$ cat src/rtl/program_loader_pkg.sv
// Shared types and default sizing for the program loader and its staging buffer.
package program_loader_pkg;

  localparam int DEPTH_DEF   = 16;
  localparam int DATA_W_DEF  = 8;
  localparam int TIMEOUT_DEF = 16;
  localparam int ADDR_W      = $clog2(DEPTH_DEF);

  typedef enum logic [2:0] {
    ST_IDLE,
    ST_FILL,
    ST_STREAM,
    ST_DONE,
    ST_ERR
  } state_e;

  // States from which a host start request launches a new image load.
  function automatic logic accepts_start(state_e s);
    return (s == ST_IDLE) || (s == ST_DONE) || (s == ST_ERR);
  endfunction

endpackage

$ cat src/rtl/program_loader_buffer.sv
// Staging register file: synchronous write, asynchronous read, contents never reset.
module prog_buffer
  import program_loader_pkg::*;
#(
  parameter int DEPTH   = DEPTH_DEF,
  parameter int DATA_W  = DATA_W_DEF,
  parameter int PTR_W   = ADDR_W
) (
  input  logic              clk,
  input  logic              we,
  input  logic [PTR_W-1:0]  waddr,
  input  logic [DATA_W-1:0] wdata,
  input  logic [PTR_W-1:0]  raddr,
  output logic [DATA_W-1:0] rdata
);

  logic [DATA_W-1:0] mem_q [DEPTH];

  always_ff @(posedge clk) begin
    if (we) begin
      mem_q[waddr] <= wdata;
    end
  end

  assign rdata = mem_q[raddr];

endmodule

$ cat src/rtl/program_loader.sv
// Collects a host program image, then streams it to the control block while
// sequencing the CPU reset and programming-mode flags.
module program_loader
  import program_loader_pkg::*;
#(
  parameter int DEPTH   = DEPTH_DEF,
  parameter int DATA_W  = DATA_W_DEF,
  parameter int TIMEOUT = TIMEOUT_DEF
) (
  input  logic                   clk,
  input  logic                   resetn,
  input  logic                   start,
  input  logic [DATA_W-1:0]      ui_in,
  input  logic                   in_valid,
  output logic                   in_ready,
  input  logic                   read_ui_in,
  input  logic                   done_load,
  output logic                   programming,
  output logic [DATA_W-1:0]      bus_out,
  output logic                   bus_en,
  output logic                   cpu_resetn,
  output logic [$clog2(DEPTH):0] count,
  output logic                   done,
  output logic                   err
);

  localparam int PTR_W = $clog2(DEPTH);
  localparam int CNT_W = PTR_W + 1;
  localparam int TO_W  = $clog2(TIMEOUT + 1);

  localparam logic [PTR_W-1:0] LAST_PTR = PTR_W'(DEPTH - 1);
  localparam logic [PTR_W-1:0] PTR_ONE  = PTR_W'(1);
  localparam logic [CNT_W-1:0] CNT_ONE  = CNT_W'(1);
  localparam logic [TO_W-1:0]  LAST_TO  = TO_W'(TIMEOUT - 1);
  localparam logic [TO_W-1:0]  TO_ONE   = TO_W'(1);

  state_e             state_q;
  logic [PTR_W-1:0]   wr_ptr_q;
  logic [PTR_W-1:0]   rd_ptr_q;
  logic [CNT_W-1:0]   count_q;
  logic [TO_W-1:0]    idle_q;
  logic               in_ready_q;
  logic               prog_q;
  logic               done_q;
  logic               err_q;
  logic               hold_q;

  logic               wr_en;
  logic [DATA_W-1:0]  rd_data;

  // in_ready_q is only ever set in FILL, so it doubles as the FILL qualifier.
  assign wr_en = in_ready_q & in_valid;

  prog_buffer #(
    .DEPTH  (DEPTH),
    .DATA_W (DATA_W),
    .PTR_W  (PTR_W)
  ) u_buf (
    .clk   (clk),
    .we    (wr_en),
    .waddr (wr_ptr_q),
    .wdata (ui_in),
    .raddr (rd_ptr_q),
    .rdata (rd_data)
  );

  always_ff @(posedge clk) begin
    if (!resetn) begin
      state_q    <= ST_IDLE;
      wr_ptr_q   <= '0;
      rd_ptr_q   <= '0;
      count_q    <= '0;
      idle_q     <= '0;
      in_ready_q <= 1'b0;
      prog_q     <= 1'b0;
      done_q     <= 1'b0;
      err_q      <= 1'b0;
      hold_q     <= 1'b0;
    end else begin
      case (state_q)
        ST_IDLE, ST_DONE, ST_ERR: begin
          if (start && accepts_start(state_q)) begin
            state_q    <= ST_FILL;
            wr_ptr_q   <= '0;
            rd_ptr_q   <= '0;
            count_q    <= '0;
            idle_q     <= '0;
            in_ready_q <= 1'b1;
            prog_q     <= 1'b0;
            done_q     <= 1'b0;
            err_q      <= 1'b0;
            hold_q     <= 1'b1;
          end
        end

        ST_FILL: begin
          if (in_valid) begin
            wr_ptr_q <= wr_ptr_q + PTR_ONE;
            if (wr_ptr_q == LAST_PTR) begin
              // CPU leaves reset in the same cycle it enters programming mode.
              state_q    <= ST_STREAM;
              count_q    <= '0;
              rd_ptr_q   <= '0;
              idle_q     <= '0;
              in_ready_q <= 1'b0;
              hold_q     <= 1'b0;
              prog_q     <= 1'b1;
            end else begin
              count_q <= count_q + CNT_ONE;
            end
          end
        end

        ST_STREAM: begin
          if (done_load) begin
            rd_ptr_q <= rd_ptr_q + PTR_ONE;
            count_q  <= count_q + CNT_ONE;
            idle_q   <= '0;
            if (rd_ptr_q == LAST_PTR) begin
              state_q <= ST_DONE;
              prog_q  <= 1'b0;
              done_q  <= 1'b1;
            end
          end else if (idle_q == LAST_TO) begin
            // TIMEOUT consecutive cycles without a commit: abandon the image.
            state_q <= ST_ERR;
            prog_q  <= 1'b0;
            err_q   <= 1'b1;
            hold_q  <= 1'b1;
          end else begin
            idle_q <= idle_q + TO_ONE;
          end
        end

        default: begin
          state_q    <= ST_IDLE;
          in_ready_q <= 1'b0;
          prog_q     <= 1'b0;
          done_q     <= 1'b0;
          err_q      <= 1'b0;
          hold_q     <= 1'b0;
        end
      endcase
    end
  end

  assign in_ready    = in_ready_q;
  assign programming = prog_q;
  assign done        = done_q;
  assign err         = err_q;
  assign count       = count_q;
  assign bus_out     = rd_data;
  assign bus_en      = read_ui_in & prog_q;
  assign cpu_resetn  = resetn & ~hold_q;

endmodule

$ cat config.mk
export PLATFORM = sky130hd
export DESIGN_NAME = program_loader
export DESIGN_NICKNAME = d
export VERILOG_FILES = /design/src/rtl/program_loader_pkg.sv /design/src/rtl/program_loader_buffer.sv /design/src/rtl/program_loader.sv
export SDC_FILE = /design/constraint.sdc
export NUM_CORES = 1
export LEC_CHECK = 0
export ABC_AREA = 1
export BUFFER_PORTS_ARGS = -buffer_cell sky130_fd_sc_hd__buf_4
export CAP_MARGIN = 5
export CELL_PAD_IN_SITES_DETAIL_PLACEMENT = 1
export CELL_PAD_IN_SITES_GLOBAL_PLACEMENT = 2
export CORE_AREA = 3 3 136 138
export DETAILED_ROUTE_END_ITERATION = 6
export DIE_AREA = 0 0 139 141
export GPL_TIMING_DRIVEN = 0
export PLACE_DENSITY_LB_ADDON = 0.1
export REMOVE_ABC_BUFFERS = 1
export SKIP_LAST_GASP = 1
export SYNTH_ARGS = -nofsm -noshare
export SYNTH_HDL_FRONTEND = slang
export SYNTH_SLANG_ARGS = --single-unit
$ cat constraint.sdc
create_clock -name clk -period 2 [get_ports clk]
set_input_delay 0.2 -clock clk [delete_from_list [all_inputs] [get_ports clk]]
set_output_delay 0.2 -clock clk [all_outputs]
set_load 0.02 [all_outputs]
==> metrics.yaml, run 1 <==
status:
  status: "finished, violations left"
  violations: "negative setup slack"
clock_tree:
  h-tree-depth: 4
  cts_root_buf: "clkbuf_16"
  cts_inserted_buffers: 17
  clock-sinks: 158
  hold_buffers: 0
  clk_pin_slew_ns: 0.06
  tritoncts: "built"
  clock_latency_ns: 0.42
  cts.path.max_buffers: 2
pwr:
  totalPowerFinal_mw: 12.05
  irDropWorstVdd_mv: 0.6836
  leakage_nw: 3.194
  p_per_area_mw_per_mm2: 1435
route:
  dr.pass1.iters: 4
  vias: 4959
  routed_wirelength_um: 19350
  drtIter0Drc: 283
  viasPerCell: 5.215
  drc: 0
  drtAntennaViolNets: 0
  wire_per_inst_um: 20.34
worst_setup_path:
  crit_chain: "buf_12, clkbuf_16, o21ai_1, nand3_1, nand3_1, nand2_2, buf_4"
  worst-path-max-fanout: 7
  crit_required_ns: 1.80
  slowest_stage: "dfxtp_4"
  critPathBufInv: 3
  crit_type: "register to primary output"
  slowest_delay_ns: 0.39
  setup.worst_path.end_class: "primary output"
  critPathLaunchType: "register"
  path_delay_family: "buffers and inverters"
  critical_path.most_common_cell: "nand3_1"
  cp_data_arrival_time_ns: 1.80
logic_synthesis:
  synth_flop_cell: "edfxtp_1"
  ys_types: 30
  synthMuxAreaShare_pct: 0
  synth_cells: 666
  synth-compound-area-share_pct: 10.21
  synth_seq_cells: 158
  synth_edf_count: 128
  synth_top_family_by_area: "simple AND/OR/NAND/NOR gates"
  synth-simple-area-share_pct: 16.79
  netlist_area_mm2: 0.006884
  async_reset_ff_share_pct: 0
  synthXorXnorAreaFrac_pct: 0.1272
  avgSynthCellArea_um2: 10.34
  ys.warnings.count: 0
  synth_seq_area_share_pct: 64.56
  synthAdderAreaFrac_pct: 1.454
finish:
  nFillCells: 1893
  finish.instance_area_mm2: 0.008394
  syn2layout_area_growth_pct: 21.94
  utilization_pct: 48.53
  finalNonFillerCells: 951
  fin_nets: 735
  drive_gt1_share_pct: 18.73
  num_antenna_cells: 0
placement:
  dp_hpwl_um: 11250
  pre_cts_ws_ns: -0.3775
  gp_congestion: 0.7937
  io_buffers: 32
  dp_cells: 899
  post_dp_cell_area_mm2: 0.007347
timing:
  slew_viol_final: 0
  post-route-period-util_pct: 100.1
  fin_crit_ns: 2.002
  setup_slack_ns: -0.002455
  clock-skew-final_ns: 0.01130
  finalHoldViolCount: 0
  slew_headroom_pct: 40.90
  finalSetupViolCount: 1
  tightest_slew_ns: 0.8833
  fmax_mhz: 499.4
  rsz0062_at_grt: "true"
global_routing:
  gr-total-overflow: 0
  grt_pass1_wl_um: 29620
  grt_util_all_layers_pct: 19.86
  grt_pass1_vias: 5296
  grt_start_max_net_pins: 32
  grt_antenna_before_repair: 0
die:
  fp.dieArea_mm2: 0.01960
  core-area_mm2: 0.01730
  dieWidth_um: 139
  pin_count: 33
  die_h_um: 141
  rows: 48
  start_util_pct: 39.80
run:
  drv_cap: 0
min_path:
  min_path_type: "input port to register"
-- final timing paths --
| path | start | endpoint | slack (ns) | cells after the start |
|---|---|---|---|---|
| min | ui_in[1] | u_buf.mem_q[11][1] | 0.13 | 1 |
| max | register | bus_out[2] | -0.002 | 7 |
| min reg2reg | err | err | 0.47 | 2 |
| max reg2reg | wr_ptr_q[0] | u_buf.mem_q[11][2] | 0.12 | 3 |
-- stage by stage --
step,setup TNS (ns),hold slack (ns)
after detailed placement,-2.452,0.4695
after global routing,-0.7417,0.1252
final,-0.002455,0.1283
after floorplan,-8.273,0.2989
after CTS,-0.02169,0.1121
after global placement,-18.67,0.4655
-- per-layer routing --
layer	part of all wire, %	GRT usage, %	vias to the layer above
li1	-	-	2362
met1	42	23.20	2490
met2	53	37.33	85
met3	2.7	3.731	22
met4	1.7	5.355	0
met5	0	0	-
-- where the power goes --
group          switching, mW  internal, mW  leakage [nW]  total, mW
sequential             0.255          3.77          1.40       4.03
clock                   1.28          2.06         0.300       3.34
combinational           2.79          1.88          1.49       4.68
-- layout make-up --
type	count	area [um^2]	share of cell area [%]
timing repair buffer	54	634.4	7.557
sequential	158	4457	53.09
clock buffer	22	474.2	5.649
multi-input combinational	384	2041	24.31
tap	225	281.5	3.354
clock inverter	10	135.1	1.610
inverter	98	371.6	4.427
-- cell usage after synthesis, types with 4 or more instances --
cell type  instances  area share (%)
a21oi_1           45             3.3
buf_1              5            0.27
buf_2              5            0.36
clkbuf_1          16            0.87
dfxtp_1           30             8.7
edfxtp_1         128              56
ha_1               8             1.5
inv_1             90             4.9
inv_2              7            0.38
nand2_1          102             5.6
nand2_2            9            0.82
nand3_1           62             4.5
nand4_1            5            0.45
nor2_1            58             3.2
nor3_1             5            0.36
o211ai_1          32             3.5
o21ai_0           37             2.7
o21ai_1            4            0.29
-- placed cells by master (no fill, tap or decap), types with 3 or more instances in the layout --
cell type	instances
edfxtp_1	128
nand2_1	97
inv_1	89
nor2_1	57
nand3_1	52
a21oi_1	43
buf_4	34
o211ai_1	32
dfxtp_1	26
o21ai_0	24
clkbuf_16	20
o21ai_1	17
nand2_2	14
nand3_2	11
ha_1	8
inv_2	7
buf_6	7
nor3_1	5
nand4_1	5
buf_12	5
clkinv_2	4
buf_16	4
a21oi_2	3
nor2_2	3
nand2_4	3
dfxtp_4	3
clkbuf_8	3
bufinv_16	3
-- worst register-to-register path: cells and delay by family (launching register included) --
kind	cells	cell delay, ns
fa+ha+maj	1	0.25
simple gates	2	0.84
flops	1	0.41
-- sequential cells by signal, summed over array words and instances (netlist names), named ones only --
signal and cells:
err 1, wr_ptr_q 4, u_buf.mem_q 128, hold_q 1, count 5, programming 1, rd_ptr_q 4, state_q 3
idle_q 5, in_ready 1, done 1
-- logic make-up after synthesis --
kind of cell | count (synthesis)
AOI/OAI and AO/OA | 122
xor gates and xnor gates | 1
adders and majority gates | 8
buffers and inverters | 124
DFF | 158
and+or+nand+nor | 253
-- timing repair --
item,in CTS,in global routing
setup endpoints to repair,8,16
resized for setup,25,28
cloned,3,4
setup buffers,13,0
pin swaps,14,25
Power figures use the tool's default switching activity.
==> run 2, diff against run 1 <==
--- a/config.mk
+++ b/config.mk
@@ -6,17 +6,19 @@
 export NUM_CORES = 1
 export LEC_CHECK = 0
 export ABC_AREA = 1
-export BUFFER_PORTS_ARGS = -buffer_cell sky130_fd_sc_hd__buf_4
+export BUFFER_PORTS_ARGS = -buffer_cell sky130_fd_sc_hd__buf_2
 export CAP_MARGIN = 5
 export CELL_PAD_IN_SITES_DETAIL_PLACEMENT = 1
 export CELL_PAD_IN_SITES_GLOBAL_PLACEMENT = 2
-export CORE_AREA = 3 3 136 138
+export CORE_AREA = 3 3 139 141
 export DETAILED_ROUTE_END_ITERATION = 6
-export DIE_AREA = 0 0 139 141
+export DIE_AREA = 0 0 142 144
 export GPL_TIMING_DRIVEN = 0
 export PLACE_DENSITY_LB_ADDON = 0.1
+export RECOVER_POWER = 25
 export REMOVE_ABC_BUFFERS = 1
 export SKIP_LAST_GASP = 1
 export SYNTH_ARGS = -nofsm -noshare
 export SYNTH_HDL_FRONTEND = slang
+export SYNTH_HIERARCHICAL = 1
 export SYNTH_SLANG_ARGS = --single-unit
==> run 2 against run 1 <==
The run now ends clean. Total power is 22% lower. Critical path type unchanged. Non-clock buffer count is 1 higher. Synthesized cell count is 15% higher. Global-route usage is 0.66 points lower. Critical endpoint is now bus_out[3]. Cell count is 11% higher. Clock-buffer cell count is 1 lower. First-iteration DRC count is 25% lower. Fmax is 1.7% higher. Setup slack better by 0.034 ns.
==> metrics.yaml, run 2 <==
worst_setup_path:
  slowest_stage: "dfxtp_4"
  crit_chain: "buf_12, inv_12, nand2_1, nand3_1, nand3_1, nand3_2, nand2_2, buf_4"
  r2r_setup_slack_ns: 0.11
  critical_path.most_common_cell: "nand3_1"
  rr_endpoint: "u_buf/mem_q[12][2]"
  crit_type: "register to primary output"
  critPathLaunchType: "register"
  cp_data_arrival_time_ns: 1.77
  worst-path-max-fanout: 16
  setup.worst_path.end_class: "primary output"
  slowest_delay_ns: 0.47
  path_delay_family: "simple AND/OR/NAND/NOR gates"
  rr_startpoint: "in_ready"
  crit_required_ns: 1.80
  critPathBufInv: 3
  ff2ff_path_depth: 4
logic_synthesis:
  ys_types: 31
  synth_seq_area_share_pct: 61.87
  synth_seq_cells: 154
  yosys.area.top_type_share_pct: 54.49
  synth_cells: 763
  synth_edf_count: 128
  async_reset_ff_share_pct: 0
  synth_flop_cell: "edfxtp_1"
  netlist_area_mm2: 0.007054
  avgSynthCellArea_um2: 9.245
  synth_common_cells: "225 x nand2_1, 128 x edfxtp_1, 126 x inv_1, 110 x nand3_1, 57 x nor2_1"
  synth_area_leaders: "edfxtp_1 54%, nand2_1 12%, nand3_1 7.8%, dfxtp_1 7.4%, inv_1 6.7%"
  synth.most_common_cell: "nand2_1"
  synth.largest_area_cell: "edfxtp_1"
  ys.warnings.count: 6
finish:
  finalNonFillerCells: 1054
  largest_reg_flops: 128
  syn2layout_area_growth_pct: 18.34
  drive_gt1_share_pct: 15.27
  fin_nets: 832
  nFillCells: 2064
  final_common_cell: "nand2_1"
  layout_common_cells: "219 x nand2_1, 128 x edfxtp_1, 125 x inv_1, 91 x nand3_1, 56 x nor2_1"
  top_register: "u_buf/mem_q"
  utilization_pct: 46.16
  num_antenna_cells: 0
  finish.instance_area_mm2: 0.008348
global_routing:
  grt_util_all_layers_pct: 19.20
  gr-total-overflow: 0
  grt_antenna_before_repair: 0
  grt_pass1_wl_um: 29740
  grt_pass1_vias: 5680
  grt_start_max_net_pins: 35
timing:
  fmax_mhz: 508.0
  rsz0062_at_grt: "true"
  tightest_slew_ns: 0.9651
  fin_crit_ns: 1.969
  finalHoldViolCount: 0
  slew_headroom_pct: 35.42
  post-route-period-util_pct: 98.43
  setup_slack_ns: 0.03131
  slew_viol_final: 0
  clock-skew-final_ns: 0.006608
  finalSetupViolCount: 0
  whs_ns: 0.1112
  fin_setup_tns_ns: 0
min_path:
  min_path_cells: 4
  min_delay_worst_endpoint: "wr_ptr_q[3]"
  min-delay-start: "start"
  min_path_type: "input port to register"
die:
  dieWidth_um: 142
  pin_count: 33
  rows: 49
  die_h_um: 144
  core-area_mm2: 0.01809
  start_util_pct: 39.00
  fp.dieArea_mm2: 0.02045
placement:
  gp_congestion: 0.7869
  dp_hpwl_um: 11490
  io_buffers: 32
  dp_cells: 998
  post_dp_cell_area_mm2: 0.007331
  pre_cts_ws_ns: -0.8188
clock_tree:
  h-tree-depth: 4
  tritoncts: "built"
  cts_inserted_buffers: 17
  cts_root_buf: "clkbuf_16"
  cts.path.max_buffers: 2
  clock_latency_ns: 0.42
  clk_pin_slew_ns: 0.06
  clock-sinks: 154
pwr:
  irDropWorstVdd_mv: 0.7202
  totalPowerFinal_mw: 9.387
  p_per_area_mw_per_mm2: 1124
  leakage_nw: 3.588
route:
  drc: 0
  vias: 5270
  viasPerCell: 5.000
  drtIter0Drc: 212
  routed_wirelength_um: 19250
  drtAntennaViolNets: 0
  wire_per_inst_um: 18.26
  dr.pass1.iters: 4
status:
  status: "finished clean"
run:
  drv_cap: 0
-- run 2: how the worst max path moves through the flow --
stage	start	endpoint	depth (start not counted)
3_3_place_gp	rd_ptr_q[0]	bus_out[5]	8
5_1_grt	wr_ptr_q[2]	u_buf/mem_q[13][3]	2
3_5_place_dp	rd_ptr_q[0]	bus_out[3]	7
4_1_cts	rd_ptr_q[0]	bus_out[3]	8
6_report	rd_ptr_q[0]	bus_out[3]	8
2_1_floorplan	rd_ptr_q[0]	bus_out[0]	6
-- run 2: power by group --
part | switching, mW | leakage, nW | internal [mW]
Clock | 1.19 | 0.263 | 1.81
Sequential | 0.197 | 1.37 | 3.64
Combinational | 1.67 | 1.96 | 0.878
Total | 3.06 | 3.59 | 6.33
-- run 2: timing repair --
item | CTS | global route
endpoints found under the hold margin | 0 | 0
gates resized for setup | 26 | 32
gates cloned | 2 | 3
pin swaps | 2 | 8
setup buffers | 15 | 6
hold buffers | 0 | 0
endpoints found under the setup margin | 12 | 29
-- run 2: worst min-delay path, cell delays in order --
cell	delay, ns
buf_2	0.09
nand2_1	0.08
nand2_1	0.07
nor3_1	0.04
-- run 2: cells by family after synthesis --
family | Yosys count | share of synthesized area, %
XOR/XNOR | 4 | 0.4966
buffers and inverters | 158 | 9.507
adder cells (fa/ha/maj) | 5 | 0.8868
AO/OA/AOI/OAI | 27 | 1.987
flip-flops | 154 | 61.87
AND/OR/NAND/NOR | 415 | 25.26
-- run 2: cell type report --
class                   instances  area [um^2]  share of cell area, %
repair buffers                 55        450.4                  5.396
clock inverters                10        102.6                  1.229
multi-input cells             451         2132                  25.54
well taps                     229        286.5                  3.432
repair inverters                2        36.28                 0.4347
inverters                     132        523.0                  6.265
clock buffers                  21        440.4                  5.276
flip-flops and latches        154         4377                  52.43
-- run 2: layer usage --
metal	track usage, %	wire, um
met5	0	0
met4	5.707	327
met3	3.869	599
met2	36.84	10370
met1	21.35	7959
